[src/rtl/dsp_slave_regs_pkg.sv]
// Shared constants for dsp_slave_regs: control field positions, register word offsets,
// FSM state encoding and equation numbers driven into the equations top.
package dsp_slave_regs_pkg;

    // CTRL fields
    localparam int F_DSP_SLAVE_EQUATION_NUMBER_LSB = 0;
    localparam int F_DSP_SLAVE_EQUATION_NUMBER_MSB = 3;
    localparam int F_DSP_SLAVE_START_BIT           = 8;
    localparam int F_DSP_SLAVE_ABORT_BIT           = 9;

    // Register word offsets (byte address bits [6:2])
    localparam logic [4:0] W_CTRL          = 5'd0;
    localparam logic [4:0] W_INPUT1        = 5'd1;
    localparam logic [4:0] W_RESULT0       = 5'd5;
    localparam logic [4:0] W_STATUS        = 5'd10;
    localparam logic [4:0] W_IRQ_EN        = 5'd11;
    localparam logic [4:0] W_TIMEOUT_LIMIT = 5'd12;

    typedef enum logic [1:0] {
        ST_IDLE    = 2'd0,
        ST_RUN     = 2'd1,
        ST_CAPTURE = 2'd2,
        ST_FINISH  = 2'd3
    } state_t;

    localparam logic [3:0] B_DSP_EQUATION_NONE = 4'd0;
    localparam logic [3:0] B_DSP_EQUATION_1    = 4'd1;
    localparam logic [3:0] B_DSP_EQUATION_2    = 4'd2;
    localparam logic [3:0] B_DSP_EQUATION_3    = 4'd3;
    localparam logic [3:0] B_DSP_EQUATION_4    = 4'd4;

endpackage

[src/rtl/dsp_slave_regs_run_timer.sv]
// Run-cycle counter with limit compare; a zero limit never expires.
module dsp_run_timer (
    input  logic        clk,
    input  logic        rst_n,
    input  logic        clear,
    input  logic        run,
    input  logic [31:0] limit,
    output logic        expired
);

    logic [31:0] count_reg;

    always_ff @(posedge clk or negedge rst_n) begin
        if (!rst_n) begin
            count_reg <= '0;
        end else if (clear) begin
            count_reg <= '0;
        end else if (run) begin
            count_reg <= count_reg + 32'd1;
        end
    end

    assign expired = (limit != 32'd0) && (count_reg == limit);

endmodule

[src/rtl/dsp_slave_regs.sv]
// Wishbone classic register block that launches one DSP equation and captures its results.
// Optional run timeout (TIMEOUT_LIMIT register at 0x30) is built when DSP_SLAVE_TIMEOUT_EN is defined.
module dsp_slave_regs
    import dsp_slave_regs_pkg::*;
#(
    parameter int dw = 32,
    parameter int aw = 32
) (
    input  logic          wb_clk,
    input  logic          wb_rst_n,
    input  logic [aw-1:0] wb_adr_i,
    input  logic [dw-1:0] wb_dat_i,
    input  logic [3:0]    wb_sel_i,
    input  logic          wb_we_i,
    input  logic          wb_cyc_i,
    input  logic          wb_stb_i,
    output logic [dw-1:0] wb_dat_o,
    output logic          wb_ack_o,
    output logic [dw-1:0] dsp_input0_reg,
    output logic [dw-1:0] dsp_input1_reg,
    output logic [dw-1:0] dsp_input2_reg,
    output logic [dw-1:0] dsp_input3_reg,
    output logic [dw-1:0] dsp_input4_reg,
    input  logic [dw-1:0] dsp_output0_reg,
    input  logic [dw-1:0] dsp_output1_reg,
    input  logic [dw-1:0] dsp_output2_reg,
    input  logic [dw-1:0] dsp_output3_reg,
    input  logic [dw-1:0] dsp_output4_reg,
    input  logic          done,
    output logic          interrupt
);

    state_t        state_reg;
    logic [3:0]    eqn_reg;
    logic [dw-1:0] input_reg  [4];
    logic [dw-1:0] result_reg [5];
    logic          status_done_reg;
    logic          status_timeout_reg;
    logic [1:0]    irq_en_reg;
    logic          ack_reg;
    logic [dw-1:0] dat_reg;
    logic          irq_reg;
    logic [dw-1:0] rd_data;
    logic [dw-1:0] wmask;
    logic [dw-1:0] dsp_out [5];
    logic          timeout_hit;

    logic [4:0] word;
    logic       req;
    logic       wr_commit;
    logic       busy;
    logic       start_wr;
    logic       abort_wr;
    logic       unused_adr;

    assign word       = wb_adr_i[6:2];
    assign unused_adr = ^{wb_adr_i[aw-1:7], wb_adr_i[1:0]};
    assign req        = wb_cyc_i & wb_stb_i;
    // Writes take effect at the edge that ends the ack cycle, so BUSY follows the ack.
    assign wr_commit  = req & wb_we_i & ack_reg;
    assign busy       = (state_reg != ST_IDLE);
    assign start_wr   = wr_commit && (word == W_CTRL) && wb_sel_i[1] && wb_dat_i[F_DSP_SLAVE_START_BIT];
    assign abort_wr   = wr_commit && (word == W_CTRL) && wb_sel_i[1] && wb_dat_i[F_DSP_SLAVE_ABORT_BIT];

    for (genvar gi = 0; gi < dw / 8; gi++) begin : g_mask
        assign wmask[gi*8 +: 8] = {8{wb_sel_i[gi]}};
    end

    assign dsp_out[0] = dsp_output0_reg;
    assign dsp_out[1] = dsp_output1_reg;
    assign dsp_out[2] = dsp_output2_reg;
    assign dsp_out[3] = dsp_output3_reg;
    assign dsp_out[4] = dsp_output4_reg;

    function automatic logic [dw-1:0] merge(input logic [dw-1:0] old_v, input logic [dw-1:0] new_v,
                                            input logic [dw-1:0] mask);
        return (old_v & ~mask) | (new_v & mask);
    endfunction

`ifdef DSP_SLAVE_TIMEOUT_EN
    logic [31:0] timeout_limit_reg;

    dsp_run_timer u_run_timer (
        .clk     (wb_clk),
        .rst_n   (wb_rst_n),
        .clear   (start_wr && (state_reg == ST_IDLE)),
        .run     (state_reg == ST_RUN),
        .limit   (timeout_limit_reg),
        .expired (timeout_hit)
    );
`else
    assign timeout_hit = 1'b0;
`endif

    always_comb begin
        rd_data = '0;
        case (word)
            W_CTRL:          rd_data[F_DSP_SLAVE_EQUATION_NUMBER_MSB:F_DSP_SLAVE_EQUATION_NUMBER_LSB] = eqn_reg;
            W_STATUS:        rd_data[2:0] = {status_timeout_reg, status_done_reg, busy};
            W_IRQ_EN:        rd_data[1:0] = irq_en_reg;
`ifdef DSP_SLAVE_TIMEOUT_EN
            W_TIMEOUT_LIMIT: rd_data = timeout_limit_reg;
`endif
            default:         rd_data = '0;
        endcase
        for (int i = 0; i < 4; i++) begin
            if (word == W_INPUT1 + 5'(i)) rd_data = input_reg[i];
        end
        for (int i = 0; i < 5; i++) begin
            if (word == W_RESULT0 + 5'(i)) rd_data = result_reg[i];
        end
    end

    always_ff @(posedge wb_clk or negedge wb_rst_n) begin
        if (!wb_rst_n) begin
            state_reg          <= ST_IDLE;
            eqn_reg            <= '0;
            status_done_reg    <= 1'b0;
            status_timeout_reg <= 1'b0;
            irq_en_reg         <= '0;
            ack_reg            <= 1'b0;
            dat_reg            <= '0;
            irq_reg            <= 1'b0;
            for (int i = 0; i < 4; i++) input_reg[i] <= '0;
            for (int i = 0; i < 5; i++) result_reg[i] <= '0;
`ifdef DSP_SLAVE_TIMEOUT_EN
            timeout_limit_reg  <= '0;
`endif
        end else begin
            ack_reg <= req & ~ack_reg;
            dat_reg <= (req & ~ack_reg) ? rd_data : '0;

            if (wr_commit) begin
                if (word == W_CTRL && !busy && wb_sel_i[0]) eqn_reg <= wb_dat_i[3:0];
                for (int i = 0; i < 4; i++) begin
                    if (word == W_INPUT1 + 5'(i) && !busy)
                        input_reg[i] <= merge(input_reg[i], wb_dat_i, wmask);
                end
                if (word == W_STATUS && wb_sel_i[0]) begin
                    if (wb_dat_i[1]) status_done_reg    <= 1'b0;
                    if (wb_dat_i[2]) status_timeout_reg <= 1'b0;
                end
                if (word == W_IRQ_EN && wb_sel_i[0]) irq_en_reg <= wb_dat_i[1:0];
`ifdef DSP_SLAVE_TIMEOUT_EN
                if (word == W_TIMEOUT_LIMIT)
                    timeout_limit_reg <= merge(timeout_limit_reg, wb_dat_i, wmask);
`endif
            end

            // FSM updates follow the W1C clears so a same-edge set wins.
            case (state_reg)
                ST_IDLE: if (start_wr) state_reg <= ST_RUN;
                ST_RUN: begin
                    if (abort_wr) begin
                        state_reg <= ST_IDLE;
                    end else if (timeout_hit) begin
                        state_reg          <= ST_IDLE;
                        status_timeout_reg <= 1'b1;
                    end else if (done) begin
                        state_reg <= ST_CAPTURE;
                    end
                end
                ST_CAPTURE: begin
                    for (int i = 0; i < 5; i++) result_reg[i] <= dsp_out[i];
                    state_reg <= ST_FINISH;
                end
                ST_FINISH: begin
                    status_done_reg <= 1'b1;
                    state_reg       <= ST_IDLE;
                end
                default: state_reg <= ST_IDLE;
            endcase

            irq_reg <= |({status_timeout_reg, status_done_reg} & irq_en_reg);
        end
    end

    assign wb_ack_o       = ack_reg;
    assign wb_dat_o       = dat_reg;
    assign interrupt      = irq_reg;
    assign dsp_input0_reg = {{(dw-4){1'b0}}, (state_reg == ST_RUN) ? eqn_reg : 4'd0};
    assign dsp_input1_reg = input_reg[0];
    assign dsp_input2_reg = input_reg[1];
    assign dsp_input3_reg = input_reg[2];
    assign dsp_input4_reg = input_reg[3];

endmodule

[config.mk]
export PLATFORM = sky130hd
export DESIGN_NAME = dsp_slave_regs
export DESIGN_NICKNAME = d
export VERILOG_FILES = /design/src/rtl/dsp_slave_regs_pkg.sv /design/src/rtl/dsp_slave_regs_run_timer.sv /design/src/rtl/dsp_slave_regs.sv
export SDC_FILE = /design/constraint.sdc
export NUM_CORES = 1
export LEC_CHECK = 0
export CORE_UTILIZATION = 44
export CTS_CLUSTER_SIZE = 24
export DETAILED_ROUTE_END_ITERATION = 10
export PLACE_DENSITY = 0.82
export SLEW_MARGIN = 20
export SYNTH_ARGS = -nofsm -noshare
export SYNTH_HDL_FRONTEND = slang
export SYNTH_SLANG_ARGS = --single-unit
[constraint.sdc]
create_clock -name wb_clk -period 1.9 [get_ports wb_clk]
set_clock_uncertainty 0.2 [all_clocks]
set_input_delay 0.285 -clock wb_clk [delete_from_list [all_inputs] [get_ports wb_clk]]
set_output_delay 0.285 -clock wb_clk [all_outputs]
set_load 0.005 [all_outputs]
# Word level (Yosys, flattened, before mapping)
# Cells that the tools add are included.
# totals
romBits	0
ram_bits	0
input_bits	234
memories	0
output_inout_bits	194
reg_bits	331
latchBits	0
wordCells	98
# classes
div	0
shift	0
mux	22
addsub	0
n_reduce_logical	28
n_lt_le_gt_ge	0
n_bitwise	16
mul	0
n_eq_ne	16
# op_table
operator	n
$mux W32	10
$and A32 B32 Y32	5
$or A32 B32 Y32	4
$not A32 Y32	1
$eq A5 B3 Y1 const B	4
$eq A5 B4 Y1 const B	4
$reduce_and A2 Y1	7
$logic_and A1 B1 Y1	12
$eq A5 B2 Y1 const B	2
$pmux W2 S4	1
$reduce_bool A2 Y1	4
$mux W1	6
$mux W2	3
$pmux W2 S3	1
$eq A5 B1 Y1 const B	1
$logic_not A5 Y1	1
$and A1 B1 Y1	4
$eq A2 B2 Y1 const B	2
$mux W4	1
$ne A3 B3 Y1 const B	1
$reduce_and A3 Y1	1
$and A1 B2 Y2	1
$eq A2 B1 Y1 const B	1
$logic_not A2 Y1	1
4 further kinds	4

# Logic depth before layout (Yosys ltp)
# logic_depth
ltp_word	12
mapped_depth	8
ltp_nobuf	6

# Least setup slack after synthesis
# OpenSTA, ideal clock, no wires.
# synth_path
path_kind	input port to flip-flop
start	in wb_adr_i[4]
end	reg with a tool-made name
setup_ns	0.125
t_arrival_ns	1.623
n_path_buf	1
stages	5
path_slack_ns	-0.048
t_required_ns	1.575
path_cell_list	buf_2 > nor3b_2 > nand2_1 > nor2_2 > mux2_2
# synth_rtl
item	line	text
start, declared	dsp_slave_regs.sv:11	input logic [aw-1:0] wb_adr_i,

==> impl_results.md <==
- Drt via density: 5.90
- EDFF count, synth: 0
- Deepest clock path buffer count: 3
- Adder-cell share of the synthesized area: 0%
- Commonest non-fill, non-tap cells in the layout: dfrtp_1 (324), clkdlybuf4s50_1 (248), buf_4 (204)
- Wire length per cell: 27.2 µm
- Leakage: 11.9 nW
- Num rows: 67
- Die H: around 190 µm
- Total Nets Final: 2056
- Synth cell types: 55
- Seq cells post-synth: between 300 and 400
- Top-area cell type share of the netlist area: 54.7%
- Total CTS buffers: 38
- RePlAce Congestion: about 0.86
- First-pass GRT wire length: 86.5 mm
- Required time worst endpoint: between 2000 and 2500 ps
- F_max: 491 MHz
- Post-DP HPWL: ~37 mm
- Via count: 13581
- Synth Area in Simple Gates: 7.73%
- Total routed wirelength: 62.7 mm
- Starting density of the core: 44.9%
- Fraction of layout cells with a size suffix above 1: 40.6%
- Worst skew pair latency: 530 ps
- Clock sink total: 331
- WP buf/inv: 3
- Port Buf Inserts: around 370
- Syn Std Cell Area: 15100 µm²
- Critical Path AT: between 2000 and 2500 ps
- Mux cell area share after synthesis: 23.1%
- PnR worst setup slack: -138 ps
- Area grow syn2layout: 62.3%
- Status: finished, violations left
- Core Area: 33700 µm²
- Crit path capture type: register
- Clock Power Share: 30.8%
- Commonest non-fill, non-tap cell in the layout: dfrtp_1
- Comb pwr share: 28.5%
- MaxCap Viol Count: 0
- Ratio of final minimum period to clock period: 107%
- GRT Util Overall: 32.4%
- Largest family of logic cells by synthesized area: multiplexers
- Final Hold Fails: 0
- Setup slack after placement: -941 ps
- Cell-internal power: 18.1 mW
- Largest area contributor in the netlist: dfrtp_1
- YS warnings: 0
- Clock root buffer: clkbuf_16
- Min Tclk post-route: slightly above 2000 ps
- I/O Pins: 428
- Worst-path cell chain: buf_6, nor2_4, and2_4, buf_12, nand2_8, nor2_4, buf_12, mux2_4
- Sw frac: 27.6%
- Worst-margin pin slew: between 600 and 700 ps
- CTS tree: done
- Die Footprint: 35100 µm²
- Number of global-route vias before repair: 13805
- Max stage delay on crit path: about 430 ps
- Pre-antenna DRT Iters: 8
- Async S/R FF share, synth: 100%
- Share of the yosys chip area belonging to registers: 54.7%
- Synth Flop Type: dfrtp_1
- DRC violations left: 0
- Initial antenna violation count: 10
- RSZ-0062 raised after global routing: yes
- Failing checks: negative setup slack
- Final setup violation count: 255
- Cells after Synth: between 1000 and 1500
- Final Util: 72.9%
- VDD IR-drop max: 0.000662 V
- Reg power frac: 40.8%
- Net Switching: between 6 and 7 mW
- Mean Syn Cell Area: 12.5 µm²
- Hold Path Class: primary input to asynchronous set/reset pin
- WS Path Type: register to register
- Worst path slowest cell: dfrtp_1
- PwrDens: 1020 nW/µm²
- Remaining global-route overflow: 0
- Pin count of the biggest net entering global routing: 74
- Die Width: ~190 µm
- Top post-synthesis cells by area: dfrtp_1 (55%), mux2_2 (22%), a21oi_1 (2.8%)
- H-tree lvl count: 2
- Worst setup SP type: register
- Top delay family on crit path: buffers and inverters
- DRT iter0 DRCs: 1472
- Slew HR: 59.4%
- Antenna Nets Post-Route: 0
- CP Max Fanout: 8
- Complex-gate fraction of the synthesized area: a little over a tenth
- Max Slew Vio Count: 0
- Post-Synth XOR/XNOR Area: 0%
- Filler cell count: 2112
- CTS clk-pin slew, worst paths: ~60 ps
through the flow:
step	power [mW]	TNS [ps]	cell area (µm²)	hold slack, ps	std cells
5_1_grt	25.8	-25870	24600	86.5	2302
6_report	25.0	-21120	24600	75.1	2302
3_3_place_gp	15.0	-109520	20500	15.6	2085
3_5_place_dp	15.2	-110520	20500	16.0	2085
2_1_floorplan	13.1	-4860	15200	-211	1234
4_1_cts	23.0	-13270	23300	68.6	2256
power groups by stage:
stage | clock network, mW | registers, mW | logic, mW
2_1_floorplan | 0 | 9.73 | 3.37
3_3_place_gp | 0 | 10.1 | 4.92
3_5_place_dp | 0 | 10.2 | 5.08
4_1_cts | 7.65 | 10.1 | 5.32
5_1_grt | 7.97 | 10.3 | 7.48
6_report | 7.69 | 10.2 | 7.11
logic make-up after synthesis:
family	count (synthesis)
other	1
and+or+nand+nor	206
muxes	310
buffers and inverters	106
AOI/OAI and AO/OA	253
DFF	331
layer usage:
metal,wire length [µm],vias to the layer above,share of wire (%),track usage [%]
li1,-,5632,-,-
met1,24200,6876,39,41.7
met2,29600,854,47,51.8
met3,5830,213,9.3,8.26
met4,2990,6,4.8,14.4
met5,48,-,0.077,0
synthesized netlist by cell type, types with 6 or more instances:
master,instances
dfrtp_1,331
buf_2,27
buf_4,31
o21ai_0,62
or3_1,25
clkbuf_1,45
nor2_1,42
nor3_1,26
nor2_2,17
nand3b_1,8
mux2i_1,11
nand2b_1,6
nand2_1,22
a222oi_1,22
nor2b_1,30
and2_1,8
a21o_1,25
o22ai_1,10
a221oi_1,26
a21oi_1,84
mux2_2,297
path summary, 6_finish.rpt:
check | cells after the start | slack, ps | to
hold / removal | 2 | 80 | result_reg[110]$_DFFE_PN0P_
setup / recovery | 8 | -140 | register
setup reg to reg | 8 | -140 | register
min in group wb_clk | 4 | 130 | wb_dat_o[0]$_DFF_PN0_
max in group asynchronous | 3 | 690 | asynchronous set/reset pin
hold reg to reg | 1 | 300 | result_reg[21]$_DFFE_PN0P_
final cells by class:
type / instances / area, µm² / area share, %
clock inverter: 7 / 116 / 0.474
tap: 448 / 561 / 2.28
inverter: 2 / 10.0 / 0.0407
multi-input combinational: 797 / 7690 / 31.3
sequential: 331 / 8290 / 33.8
clock buffer: 60 / 1190 / 4.83
timing repair buffer: 652 / 6700 / 27.3
antenna: 5 / 12.5 / 0.0509
repair_timing:
action,in CTS,in global routing
gates cloned,3,18
resized for setup,291,181
setup buffers,100,26
hold endpoints to repair,331,0
pin swaps,25,21
hold buffers,1,0
setup endpoints to repair,289,356
Power figures use the tool's default switching activity.
